**src/rtl/fb_pkg.sv**
```systemverilog
// Shared constants and types for the SPI-LCD framebuffer write path.
package fb_pkg;

  localparam int DEF_H_RES = 135;
  localparam int DEF_V_RES = 240;
  localparam int DEF_DW    = 24;
  localparam int DEF_AW    = $clog2(DEF_H_RES * DEF_V_RES);

  localparam logic MODE_FILL   = 1'b0;
  localparam logic MODE_STREAM = 1'b1;

  localparam logic [1:0] ST_IDLE  = 2'd0;
  localparam logic [1:0] ST_SETUP = 2'd1;
  localparam logic [1:0] ST_WRITE = 2'd2;
  localparam logic [1:0] ST_DONE  = 2'd3;

  typedef struct packed {
    logic       mode;
    logic [7:0] x;
    logic [7:0] y;
    logic [8:0] w;
    logic [8:0] h;
  } cmd_geom_t;

  function automatic logic [8:0] min9(input logic [8:0] a, input logic [8:0] b);
    return (a < b) ? a : b;
  endfunction

endpackage

```
**src/rtl/fb_addr_gen.sv**
```systemverilog
// Column/row walker for a rectangle: incremental row base, in-bounds and last-pixel flags.
module fb_addr_gen
  import fb_pkg::*;
#(
  parameter int H_RES = DEF_H_RES,
  parameter int V_RES = DEF_V_RES,
  parameter int AW    = $clog2(H_RES * V_RES)
) (
  input  logic          i_clk,
  input  logic          i_rst,
  input  logic          i_load,
  input  logic          i_step,
  input  logic [AW-1:0] i_base,
  input  logic [7:0]    i_x,
  input  logic [7:0]    i_y,
  input  logic [8:0]    i_w,
  input  logic [8:0]    i_h,
  output logic [AW-1:0] o_addr,
  output logic [AW-1:0] o_next_addr,
  output logic          o_inb,
  output logic          o_last
);

  logic [8:0]    r_col;
  logic [8:0]    r_row;
  logic [AW-1:0] r_row_base;
  logic          w_eol;
  logic [9:0]    w_scr_x;
  logic [9:0]    w_scr_y;

  assign w_eol       = (r_col == i_w - 9'd1);
  assign o_last      = w_eol && (r_row == i_h - 9'd1);
  assign o_addr      = r_row_base + AW'(r_col);
  // Look-ahead address lets the fill path keep its output register one pixel ahead.
  assign o_next_addr = w_eol ? (r_row_base + AW'(H_RES)) : (o_addr + AW'(1));

  assign w_scr_x = {2'b00, i_x} + {1'b0, r_col};
  assign w_scr_y = {2'b00, i_y} + {1'b0, r_row};
  assign o_inb   = (w_scr_x < 10'(H_RES)) && (w_scr_y < 10'(V_RES));

  always_ff @(posedge i_clk or posedge i_rst) begin
    if (i_rst) begin
      r_col      <= '0;
      r_row      <= '0;
      r_row_base <= '0;
    end else if (i_load) begin
      r_col      <= '0;
      r_row      <= '0;
      r_row_base <= i_base;
    end else if (i_step) begin
      if (w_eol) begin
        r_col      <= '0;
        r_row      <= r_row + 9'd1;
        r_row_base <= r_row_base + AW'(H_RES);
      end else begin
        r_col <= r_col + 9'd1;
      end
    end
  end

endmodule

```
**src/rtl/fb_writer.sv**
```systemverilog
// Rectangle writer for the LCD framebuffer BRAM: solid fill or pixel stream, clipped to screen.
//   state    | meaning
//   IDLE     | waiting for a command, cmd_ready high
//   SETUP    | base multiply, clipping, reject decision
//   WRITE    | walking the rectangle (fill or stream)
//   DONE     | done pulse (stream holds one extra cycle for its last write)
module fb_writer
  import fb_pkg::*;
#(
  parameter  int H_RES = DEF_H_RES,
  parameter  int V_RES = DEF_V_RES,
  parameter  int DW    = DEF_DW,
  localparam int AW    = $clog2(H_RES * V_RES)
) (
  input  logic            i_clk,
  input  logic            i_rst,
  input  logic            i_cmd_valid,
  output logic            o_cmd_ready,
  input  logic            i_cmd_mode,
  input  logic [7:0]      i_cmd_x,
  input  logic [7:0]      i_cmd_y,
  input  logic [8:0]      i_cmd_w,
  input  logic [8:0]      i_cmd_h,
  input  logic [DW-1:0]   i_cmd_color,
  input  logic            i_pix_valid,
  output logic            o_pix_ready,
  input  logic [DW-1:0]   i_pix_data,
  output logic [AW-1:0]   o_mem_addr,
  output logic [DW-1:0]   o_mem_wdata,
  output logic [DW/8-1:0] o_mem_sel,
  output logic            o_mem_we,
  output logic            o_busy,
  output logic            o_done
);

  logic [1:0]      r_state;
  cmd_geom_t       r_cmd;
  logic [DW-1:0]   r_color;
  logic [8:0]      r_ew;
  logic [8:0]      r_eh;
  logic            r_drain;
  logic            r_mem_we;
  logic [AW-1:0]   r_mem_addr;
  logic [DW-1:0]   r_mem_wdata;
  logic [DW/8-1:0] r_mem_sel;

  logic            w_fill;
  logic [AW-1:0]   w_base;
  logic [8:0]      w_x_room;
  logic [8:0]      w_y_room;
  logic            w_degen;
  logic            w_reject;
  logic            w_pix_hs;
  logic            w_gen_load;
  logic            w_gen_step;
  logic [8:0]      w_gen_w;
  logic [8:0]      w_gen_h;
  logic [AW-1:0]   w_gen_addr;
  logic [AW-1:0]   w_gen_next;
  logic            w_gen_inb;
  logic            w_gen_last;

  assign w_fill   = (r_cmd.mode == MODE_FILL);
  assign w_base   = AW'((32'(r_cmd.y) * 32'(H_RES)) + 32'(r_cmd.x));
  assign w_x_room = 9'(H_RES) - {1'b0, r_cmd.x};
  assign w_y_room = 9'(V_RES) - {1'b0, r_cmd.y};
  assign w_degen  = (r_cmd.w == 9'd0) || (r_cmd.h == 9'd0);
  assign w_reject = w_degen || ({1'b0, r_cmd.x} >= 9'(H_RES)) || ({1'b0, r_cmd.y} >= 9'(V_RES));

  assign o_cmd_ready = (r_state == ST_IDLE);
  assign o_busy      = (r_state != ST_IDLE);
  assign o_done      = (r_state == ST_DONE) && !r_drain;
  assign o_pix_ready = (r_state == ST_WRITE) && !w_fill;
  assign w_pix_hs    = o_pix_ready && i_pix_valid;

  assign o_mem_we    = r_mem_we;
  assign o_mem_addr  = r_mem_addr;
  assign o_mem_wdata = r_mem_wdata;
  assign o_mem_sel   = r_mem_sel;

  // Fill walks the clipped region; stream walks the full w x h and drops off-screen pixels.
  assign w_gen_w    = w_fill ? r_ew : r_cmd.w;
  assign w_gen_h    = w_fill ? r_eh : r_cmd.h;
  assign w_gen_load = (r_state == ST_SETUP);
  assign w_gen_step = (r_state == ST_WRITE) && (w_fill ? !w_gen_last : w_pix_hs);

  fb_addr_gen #(
    .H_RES(H_RES),
    .V_RES(V_RES),
    .AW   (AW)
  ) u_addr_gen (
    .i_clk      (i_clk),
    .i_rst      (i_rst),
    .i_load     (w_gen_load),
    .i_step     (w_gen_step),
    .i_base     (w_base),
    .i_x        (r_cmd.x),
    .i_y        (r_cmd.y),
    .i_w        (w_gen_w),
    .i_h        (w_gen_h),
    .o_addr     (w_gen_addr),
    .o_next_addr(w_gen_next),
    .o_inb      (w_gen_inb),
    .o_last     (w_gen_last)
  );

  always_ff @(posedge i_clk or posedge i_rst) begin
    if (i_rst) begin
      r_state     <= ST_IDLE;
      r_cmd       <= '0;
      r_color     <= '0;
      r_ew        <= '0;
      r_eh        <= '0;
      r_drain     <= 1'b0;
      r_mem_we    <= 1'b0;
      r_mem_addr  <= '0;
      r_mem_wdata <= '0;
      r_mem_sel   <= '0;
    end else begin
      case (r_state)
        ST_IDLE: begin
          r_mem_we  <= 1'b0;
          r_mem_sel <= '0;
          if (i_cmd_valid) begin
            r_cmd.mode <= i_cmd_mode;
            r_cmd.x    <= i_cmd_x;
            r_cmd.y    <= i_cmd_y;
            r_cmd.w    <= i_cmd_w;
            r_cmd.h    <= i_cmd_h;
            r_color    <= i_cmd_color;
            r_state    <= ST_SETUP;
          end
        end
        ST_SETUP: begin
          r_ew <= min9(r_cmd.w, w_x_room);
          r_eh <= min9(r_cmd.h, w_y_room);
          if (w_fill) begin
            if (w_reject) begin
              r_state <= ST_DONE;
            end else begin
              // First fill pixel leaves here so writes are back-to-back from WRITE's first cycle.
              r_state     <= ST_WRITE;
              r_mem_we    <= 1'b1;
              r_mem_sel   <= '1;
              r_mem_addr  <= w_base;
              r_mem_wdata <= r_color;
            end
          end else begin
            r_state <= w_degen ? ST_DONE : ST_WRITE;
          end
        end
        ST_WRITE: begin
          if (w_fill) begin
            if (w_gen_last) begin
              r_mem_we  <= 1'b0;
              r_mem_sel <= '0;
              r_state   <= ST_DONE;
            end else begin
              r_mem_we   <= 1'b1;
              r_mem_sel  <= '1;
              r_mem_addr <= w_gen_next;
            end
          end else if (w_pix_hs) begin
            r_mem_we  <= w_gen_inb;
            r_mem_sel <= {(DW/8){w_gen_inb}};
            if (w_gen_inb) begin
              r_mem_addr  <= w_gen_addr;
              r_mem_wdata <= i_pix_data;
            end
            if (w_gen_last) begin
              r_state <= ST_DONE;
              r_drain <= 1'b1;
            end
          end else begin
            r_mem_we  <= 1'b0;
            r_mem_sel <= '0;
          end
        end
        ST_DONE: begin
          r_mem_we  <= 1'b0;
          r_mem_sel <= '0;
          if (r_drain) begin
            r_drain <= 1'b0;
          end else begin
            r_state <= ST_IDLE;
          end
        end
        default: r_state <= ST_IDLE;
      endcase
    end
  end

endmodule

```
**config.mk**
```make
export PLATFORM = sky130hd
export DESIGN_NAME = fb_writer
export DESIGN_NICKNAME = d
export VERILOG_FILES = /design/src/rtl/fb_pkg.sv /design/src/rtl/fb_addr_gen.sv /design/src/rtl/fb_writer.sv
export SDC_FILE = /design/constraint.sdc
export NUM_CORES = 1
export LEC_CHECK = 0
export ABC_AREA = 1
export BUFFER_PORTS_ARGS = -buffer_cell sky130_fd_sc_hd__buf_2
export CAP_MARGIN = 15
export CORE_MARGIN = 1
export CORE_UTILIZATION = 50
export DETAILED_ROUTE_END_ITERATION = 6
export MAX_ROUTING_LAYER = met4
export PLACE_DENSITY = 0.69
export SYNTH_ARGS = -nofsm -noshare
export SYNTH_HDL_FRONTEND = slang
export SYNTH_SLANG_ARGS = --single-unit
```
**constraint.sdc**
```tcl
create_clock -name i_clk -period 6.5 [get_ports i_clk]
set_input_delay 0.975 -clock i_clk [delete_from_list [all_inputs] [get_ports i_clk]]
set_output_delay 0.975 -clock i_clk [all_outputs]
set_load 0.05 [all_outputs]
```
* After elaboration in Yosys (flattened, before gate mapping)
Index checks and enable logic that the tools add are counted.
Storage, ports and cells: register bits after elaboration 156, bits of input ports 87, logic and storage cells 132, output and inout bits 47
Operators by class: multiply operators 1, equal/unequal tests 16, mux-type cells 53, $lt $le $gt $ge 6, add/subtract/negate cells 12, reduce and logical (&&, ||, !) cells 27
Operators by type and width (number):
- 15-bit two-way mux | 10
- 24-bit two-way mux | 5
- 9-bit two-way mux | 10
- 24-bit case mux with 2 select lines | 1
- 15-bit case mux with 2 select lines | 1
- 8-bit by 9-bit adder with 10-bit output | 2
- 10-bit by 8-bit less-than comparator with 1-bit output, second input constant | 2
- 9-bit by 1-bit adder with 9-bit output, second input constant | 2
- 9-bit == test | 2
- 9-bit logical NOT | 2
- 9-bit less-than comparator | 2
- 8-bit by 8-bit subtractor with 9-bit output, first input constant | 2
- 9-bit by 1-bit subtractor with 9-bit output, second input constant | 2
- 8-bit >= comparator, second input constant | 2
- 2-bit != test, second input constant | 8
- 15-bit by 1-bit adder with 15-bit output, second input constant | 1
- 15-bit by 8-bit adder with 15-bit output | 1
- 15-bit by 8-bit adder with 15-bit output, second input constant | 1
- 15-bit by 9-bit adder with 15-bit output | 1
- 8-bit by 8-bit multiplier with 15-bit output, second input constant | 1
- 3-bit two-way mux | 5
- 2-bit two-way mux | 6
- 6-bit AND reduction | 2
- 1-bit two-way mux | 11
- 16 further kinds | 33

* Longest topological paths before layout
Gate-level depths: netlist (run 1).
depth in word-level cells 9, gate-level depth with buffers 23, mapped depth without buffers 21

* By module
Synthesis (run 1) repeated with hierarchy kept, for this count alone.
Second synthesis, totals: cells, all modules 1756, area total of the unflattened synthesis 12328.1 um^2
By module, submodules not included:
- fb_writer | area an instance 7788.7 um^2, instances 1, cells an instance 1007, sequential area each 3002.9 um^2
- fb_addr_gen | area an instance 4539.4 um^2, instances 1, cells an instance 749, sequential area each 825.8 um^2

* Worst setup path after synthesis (run 1)
Ideal clock, no wire load.
path type flip-flop to flip-flop, start register r_cmd[20] (netlist bit), end register r_mem_addr[13], in the netlist o_mem_addr[13], arrival 3.841 ns, cell stages (with the launch flop) 21, setup time 0.121 ns, path buffers 0, clock period less this slack 3.962 ns, required time 6.379 ns, setup slack 2.538 ns, path through dfrtp_1 > inv_1 > fa_1 > inv_1 > ha_1 > ha_1 > fa_1 > ha_1 > inv_1 > fa_1 > o21ai_0 > nand2_1 > nand2_1 > nand2_1 > nand2_1 > a21oi_1 > nand2b_1 > nand3_1 > o21ai_0 > nor2_1 > a21oi_1
Between the ends: longest elaborated chain between the ends 5, elaborated cells on any way between the ends 13, classes of those cells 2 x add/sub; 1 x mul; 2 x order compare; 2 x eq/ne; 3 x mux; 3 x reduce/logical
RTL lines:
- start: declaration | RTL line fb_writer.sv:37 | cmd_geom_t r_cmd;
- 8-bit by 8-bit multiplier with 15-bit output or 8-bit by 9-bit adder with 10-bit output (tied branches) | RTL line fb_writer.sv:64, fb_addr_gen.sv:38
- 15-bit by 8-bit adder with 15-bit output or 10-bit by 8-bit less-than comparator with 1-bit output (tied branches) | RTL line fb_writer.sv:64, fb_addr_gen.sv:39
- 15-bit two-way mux or 1-bit logical AND (tied branches) | RTL line fb_writer.sv:138, fb_addr_gen.sv:39
- 15-bit two-way mux or 3-bit != test (tied branches)
- 15-bit case mux with 2 select lines or 6-bit AND reduction (tied branches)
- end signal: assignment | RTL line fb_writer.sv:145 | r_mem_addr <= w_base;
- end signal: assignment | RTL line fb_writer.sv:161 | r_mem_addr <= w_gen_next;
- end signal: assignment | RTL line fb_writer.sv:167 | r_mem_addr <= w_gen_addr;
- end: declaration | RTL line fb_writer.sv:43 | logic [AW-1:0] r_mem_addr;
Parallel ways exist; a longest one is shown, timed or not. The select of a mux whose other input is x is not followed. A chain may end at the register's enable or synchronous reset.

* Worst setup path in the final report (run 1)
Same ends and word-level chain as after synthesis.

==> run_results.csv, run 1 <==
group,metric,value,unit
detailed_routing,wl,33300,um
place,gpl.final_weighted_congestion,0.936,
clock_network,cts_tree,"built",
detailed_routing,drt-vias-per-instance,5.35,
synth,synth_seq_area_share,31.1,%
run_status,status,"completed",
clock_network,post_cts_resized,0,
floorplanning,io_pins,134,
power,powerDensity,184,nW/um2
finish,layout-drive-gt1-share,13.6,%
clock_network,hold_buffers,0,
sta,finalSetupViolCount,0,
place,hpwl_after_detailed_placement,25300,um
synth,netlist_top_cells_count,"nand2_1, inv_1, dfrtp_1",
finish,sequential_cell_area,3830,um2
setup_path,critPathMaxFanout,5,
synth,synth.net_count,1924,
sta,final_period_minus_worst_setup_slack,4.44,ns
flow_run,cap_violations,0,
setup_path,cp_slowest_stage_delay,0.56,ns
setup_path,setup.worst_path.end_class,"flop",
detailed_routing,route.detailed.drc,0,
clock_network,cts_max_path_buffers,2,
detailed_routing,route.detailed.wl_per_inst,15.3,um
detailed_routing,dr.first_iter.drc_count,953,
floorplanning,die_width,159,um
floorplanning,fp.dieArea,25300,um2
floorplanning,initial_utilization,50.8,%
sta,final_setup_tns,0,ns
synth,synth.area.top_cells,"dfrtp_1, nand2_1, ha_1",
clock_network,worst_setup_hold_path_clk_slew,0.08,ns
global_routing,gr-usage-all-layers,28.1,%
global_routing,grt_remaining_overflow,0,
finish,finalCoreUtilization,57.0,%
setup_path,cp_slowest_cell,"fa_1",
synth,synth_cell_type_count,44,
synth,mappedNetlistArea,12300,um2
global_routing,initial_antenna_violation_count,0,
setup_path,critPathRequiredTime,6.82,ns
synth,yosys.area.top_type,"dfrtp_1",
setup_path,timing.critical_path.from_type,"flop",
global_routing,grt_start_max_net_pins,89,
synth,ys_ff_latch,153,
finish,final_net_count,2033,
setup_path,cp.buffers_inverters,3,
detailed_routing,ant_nets,0,
worst_hold_path,hold_path.class,"flop to flop",
setup_path,worst_path_most_repeated_cell,"nand2_1",
floorplanning,die_h,159,um
global_routing,grt_pass1_vias,11300,
detailed_routing,drt-pass1-iter-count,5,
setup_path,cp.arrival,4.77,ns
clock_network,cts_setup_buffers,0,
sta,slew_headroom,32.0,%
power,total_leakage_power,7.82,nW
detailed_routing,via_count_of_the_routed_design,11620,
clock_network,clkLatencyLatePin,0.44,ns
clock_network,root_buffer,"clkbuf_16",
sta,max_clock_freq,225,MHz
finish,syn2layout_area_growth,12.2,%
synth,synth_enable_flop_cells,0,
clock_network,htreeDepth,4,
synth,syn-mean-instance-area,7.14,um2
synth,synth_flop_cell,"dfrtp_1",
sta,fin_crit_sh,68.4,%
synth,netlist_instances,1726,
sta,timing.final.max_slew_violations,0,
place,buffer_ports.inserted,133,
floorplanning,core,24200,um2
finish,antennaDiodeCount,0,
setup_path,cp_cell_sequence,"inv_1, fa_1, inv_1, ha_1, ha_1, fa_1, ha_1, inv_1, fa_1, o21ai_0, nand2_1, nand2_1, nand2_1, nand2_1, a21oi_1, nand2b_1, nand3_1, o21ai_0, nor2_1, a21oi_1",
synth,yosys_warnings,0,
sta,worst_pin_slew,1.02,ns
synth,synth-async-reset-ratio,100,%
synth,synthMostInstantiatedCell,"nand2_1",
synth,synth_largest_type_area_fraction,31.1,%
sta,clock_skew,0.0138,ns
finish,multi_input_comb_area,7340,um2
global_routing,grt_first_pass_wirelength,55500,um
sta,rsz0062_at_grt,"false",
clock_network,tritoncts_num_sinks,153,
floorplanning,number_of_rows_in_the_core_area,57,
finish,num-fill-cells,2348,
sta,hold_viol,0,
setup_path,worstSetupPathType,"flop to flop",
power,vdd.ir_drop.worst,0.203,mV
clock_network,cts-buffers-inserted,17,
setup_path,kind_of_cell_adding_the_most_delay_to_the_critical_path,"adder cells",
-- registers in the layout (all words and copies together) (netlist names), 9 cells and up --
register / cells
o_mem_addr: 15
o_mem_wdata: 24
r_cmd: 35
r_color: 24
r_eh: 9
r_ew: 9
u_addr_gen.r_col: 9
u_addr_gen.r_row: 9
u_addr_gen.r_row_base: 15
-- path summary, 6_finish.rpt --
path                                from             end  slack [ns]  depth (start not counted)
max in group asynchronous          i_rst   o_mem_addr[2]        4.43                          3
hold / removal             o_mem_addr[1]   o_mem_addr[1]        0.48                          2
min in group asynchronous          i_rst  o_mem_wdata[4]        0.68                          2
setup reg to reg               r_cmd[20]  o_mem_addr[13]        2.06                         20
hold reg to reg            o_mem_addr[1]   o_mem_addr[1]        0.48                          2
setup / recovery               r_cmd[20]  o_mem_addr[13]        2.06                         20
-- layout make-up --
class | count | area share (%)
inverters | 238 | 6.50
clock inverters | 15 | 1.42
flip-flops and latches | 153 | 27.7
repair buffers | 141 | 5.25
multi-input cells | 1284 | 53.1
clock buffers | 17 | 3.08
well taps | 324 | 2.93
-- cell families (layout without fill, tap and decap cells) --
group                      Yosys count  after routing  share of synthesized area [%]
DFF                                153            153                           31.1
buffers and inverters              289            411                           9.40
xor gates and xnor gates            51             51                           3.74
muxes                               56             56                           4.86
AOI/OAI and AO/OA                  250            250                           10.8
and+or+nand+nor                    816            816                           27.8
adders and majority gates          111            111                           12.4
-- worst min-delay path, cell delays in order (launching register included) --
cell and delay (ns):
dfrtp_1 0.34, nand2_1 0.06, nand2_1 0.05
-- per-layer routing --
| layer | global-route usage [%] | routed length [um] | up-vias |
|---|---|---|---|
| met4 | 11.3 | 1200 | 0 |
| met5 | - | 0 | - |
| met2 | 45.3 | 15400 | 384 |
| met3 | 3.83 | 1810 | 81 |
| met1 | 35.7 | 14900 | 5387 |
| li1 | - | - | 5768 |
-- power breakdown --
part           internal (mW)  switching (mW)
Sequential             0.967          0.0470
Clock                  0.527           0.507
Combinational          0.182           0.307
Total                   1.68           0.861
-- cell usage in the layout, fill, tap and decap left out, drive strengths merged, types with 23 or more instances in the layout --
master / count
mux2i: 26
nor2: 125
mux2: 30
inv: 245
dfrtp: 153
nand2: 524
xor2: 40
o21ai: 132
nand3: 112
nand4: 23
buf: 141
a21oi: 91
ha: 93
-- per-stage QoR --
step	worst slack [ns]	hold slack [ns]	total power, mW	cell area [um2]	std cells
floorplan	1.40	0.450	1.38	12300	1726
global placement	2.16	0.459	1.51	13200	2139
detailed placement	2.09	0.462	1.52	13200	2139
CTS	2.04	0.483	2.55	13800	2171
global route	1.56	0.498	2.66	13800	2172
finish	2.06	0.481	2.54	13800	2172
(Power assumes the default switching activity.)
==> run 2, diff against run 1 <==
clock period = 4.45 ns   (was 6.5 ns; I/O delays follow)
==> run 2 against run 1 <==
  * The run now ends with design-rule violations left
  * Clock power up 48%
  * Critical path depth increased by 1
  * Register-to-register slack lost 1.7 ns
  * Maximum frequency increased by 8.7%
  * Clock skew grew 0.0060 ns
  * Non-clock buffer count up 13
  * Global-route usage increased by 0.068 points
  * Sequential power increased by 47%
  * Critical endpoint is now o_mem_addr[14]
==> run_results.csv, run 2 (synthesized netlist as in run 1, its figures left out) <==
group,metric,value,unit
run_status,status,"finished with violations",
run_status,failed_checks,"design-rule violations",
finish,layout.cells.most_common_list,"nand2_1, inv_1, dfrtp_1",
global_routing,grt_first_pass_wirelength,55700,um
power,vdd.ir_drop.worst,0.279,mV
floorplanning,number_of_rows_in_the_core_area,57,
sta,fin_crit_sh,91.9,%
place,placedCellCount,2151,
global_routing,initial_antenna_violation_count,0,
finish,largest_reg_flops,35,
sta,finalSetupViolCount,0,
finish,layout_commonest_cell,"nand2_1",
setup_path,setup.worst_path.end_class,"flop",
clock_network,cts_tree,"built",
floorplanning,die_h,159,um
setup_path,worstSetupPathType,"flop to flop",
setup_path,cp_slowest_stage_delay,0.59,ns
setup_path,critPathRequiredTime,4.78,ns
sta,timing.final.max_slew_violations,0,
place,hpwl_after_detailed_placement,25100,um
setup_path,cp.arrival,4.42,ns
clock_network,cts-buffers-inserted,17,
power,total_leakage_power,7.88,nW
clock_network,tritoncts_num_sinks,153,
clock_network,post_cts_resized,0,
finish,layout-drive-gt1-share,14.3,%
finish,num-fill-cells,2374,
place,buffer_ports.inserted,133,
finish,largest_register,"r_cmd",
setup_path,cp_cell_sequence,"inv_1, buf_4, fa_1, inv_1, ha_1, ha_1, inv_1, fa_1, inv_1, ha_1, nand2_1, nor2_1, nand3_1, nand3_1, nand2_1, nand2_1, nand3_1, nand3_1, nand4_1, nor2_1, nor2_1",
clock_network,clkLatencyLatePin,0.45,ns
finish,multi_input_comb_area,7340,um2
setup_path,timing.critical_path.from_type,"flop",
power,powerDensity,268,nW/um2
detailed_routing,route.detailed.wl_per_inst,15.2,um
floorplanning,io_pins,134,
flow_run,cap_violations,0,
place,detailed_place.area,13300,um2
floorplanning,initial_utilization,50.8,%
floorplanning,die_width,159,um
detailed_routing,via_count_of_the_routed_design,11560,
sta,clock_skew,0.0198,ns
detailed_routing,route.detailed.drc,8,
sta,final_setup_tns,0,ns
finish,antennaDiodeCount,0,
finish,layout.cell_area.non_filler,13900,um2
sta,worst_pin_slew,1.04,ns
worst_hold_path,hold_path.class,"input pin to asynchronous set/reset pin",
sta,final_period_minus_worst_setup_slack,4.09,ns
detailed_routing,ant_nets,0,
global_routing,grt_start_max_net_pins,118,
place,gpl.final_weighted_congestion,0.962,
clock_network,cts_setup_buffers,0,
global_routing,gr-usage-all-layers,28.2,%
setup_path,critPathMaxFanout,5,
clock_network,cts_max_path_buffers,2,
finish,syn2layout_area_growth,13.1,%
sta,hold_viol,0,
detailed_routing,dr.first_iter.drc_count,777,
finish,final_net_count,2046,
sta,slew_headroom,30.6,%
detailed_routing,drt-vias-per-instance,5.29,
sta,holdWs,0.384,ns
setup_path,cp_slowest_cell,"fa_1",
floorplanning,fp.dieArea,25300,um2
global_routing,grt_remaining_overflow,0,
detailed_routing,drt-pass1-iter-count,7,
global_routing,grt_pass1_vias,11429,
finish,sequential_cell_area,3830,um2
sta,rsz0062_at_grt,"false",
sta,max_clock_freq,245,MHz
clock_network,htreeDepth,4,
clock_network,worst_setup_hold_path_clk_slew,0.08,ns
clock_network,hold_buffers,0,
clock_network,root_buffer,"clkbuf_16",
detailed_routing,wl,33200,um
finish,final_cell_count_no_fill,2185,
floorplanning,core,24200,um2
run 2: changes by cell type in the layout (fill, tap and decap cells not counted):
cell / previous run / this run
inv_6: 5 / 2
buf_4: 8 / 20
buf_12: 0 / 1
inv_8: 2 / 5
clkinv_4: 1 / 2
clkinvlp_4: 0 / 1
dfrtp_2: 0 / 1
o21ai_0: 114 / 113
o21ai_2: 4 / 5
clkinv_8: 7 / 5
dfrtp_1: 153 / 152
run 2: routing by layer:
| layer | global-route usage (%) | vias up | part of all wire (%) |
|---|---|---|---|
| met5 | - | - | 0 |
| met4 | 12.8 | 0 | 4.0 |
| met3 | 4.01 | 90 | 5.5 |
| met1 | 35.2 | 5336 | 44 |
| li1 | - | 5783 | - |
| met2 | 45.3 | 351 | 46 |
run 2: power by group:
group | internal, mW | switching (mW) | leakage [nW]
Clock | 0.769 | 0.754 | 0.299
Sequential | 1.41 | 0.0695 | 1.94
Combinational | 0.269 | 0.453 | 5.64
Total | 2.45 | 1.28 | 7.88
run 2: worst paths after layout:
path / startpoint / end / slack, ns / depth (start not counted)
hold reg to reg: o_mem_addr[10] / o_mem_addr[10] / 0.48 / 2
min in group i_clk: i_cmd_color[5] / r_color[5] / 0.44 / 2
max in group asynchronous: i_rst / r_cmd[21] / 2.90 / 3
setup / recovery: r_cmd[21] / o_mem_addr[14] / 0.36 / 21
setup reg to reg: r_cmd[21] / o_mem_addr[14] / 0.36 / 21
hold / removal: i_rst / r_cmd[26] / 0.38 / 2
run 2: layout make-up:
cell class                      instances  area share, %
Clock buffer                           17           3.05
Clock inverter                         15           1.36
Inverter                              238           6.44
Multi-Input combinational cell       1284           52.7
Sequential cell                       153           27.5
Tap cell                              324           2.91
Timing Repair Buffer                  154           6.00
run 2: through the flow:
stage	utilization [%]	power [mW]	setup slack (ns)
after floorplan	-	2.02	0.488
after global placement	54.8	2.21	0.279
after detailed placement	54.8	2.22	0.255
after CTS	57.3	3.74	0.215
after global routing	57.4	3.91	0.00478
final	57.4	3.73	0.362
run 2: critical path: cells and delay by family, from the launching register on:
kind / cells / cell delay (ns)
adders and majority gates: 5 / 1.99
and+or+nand+nor: 11 / 1.15
buffers and inverters: 5 / 0.42
DFF: 1 / 0.41
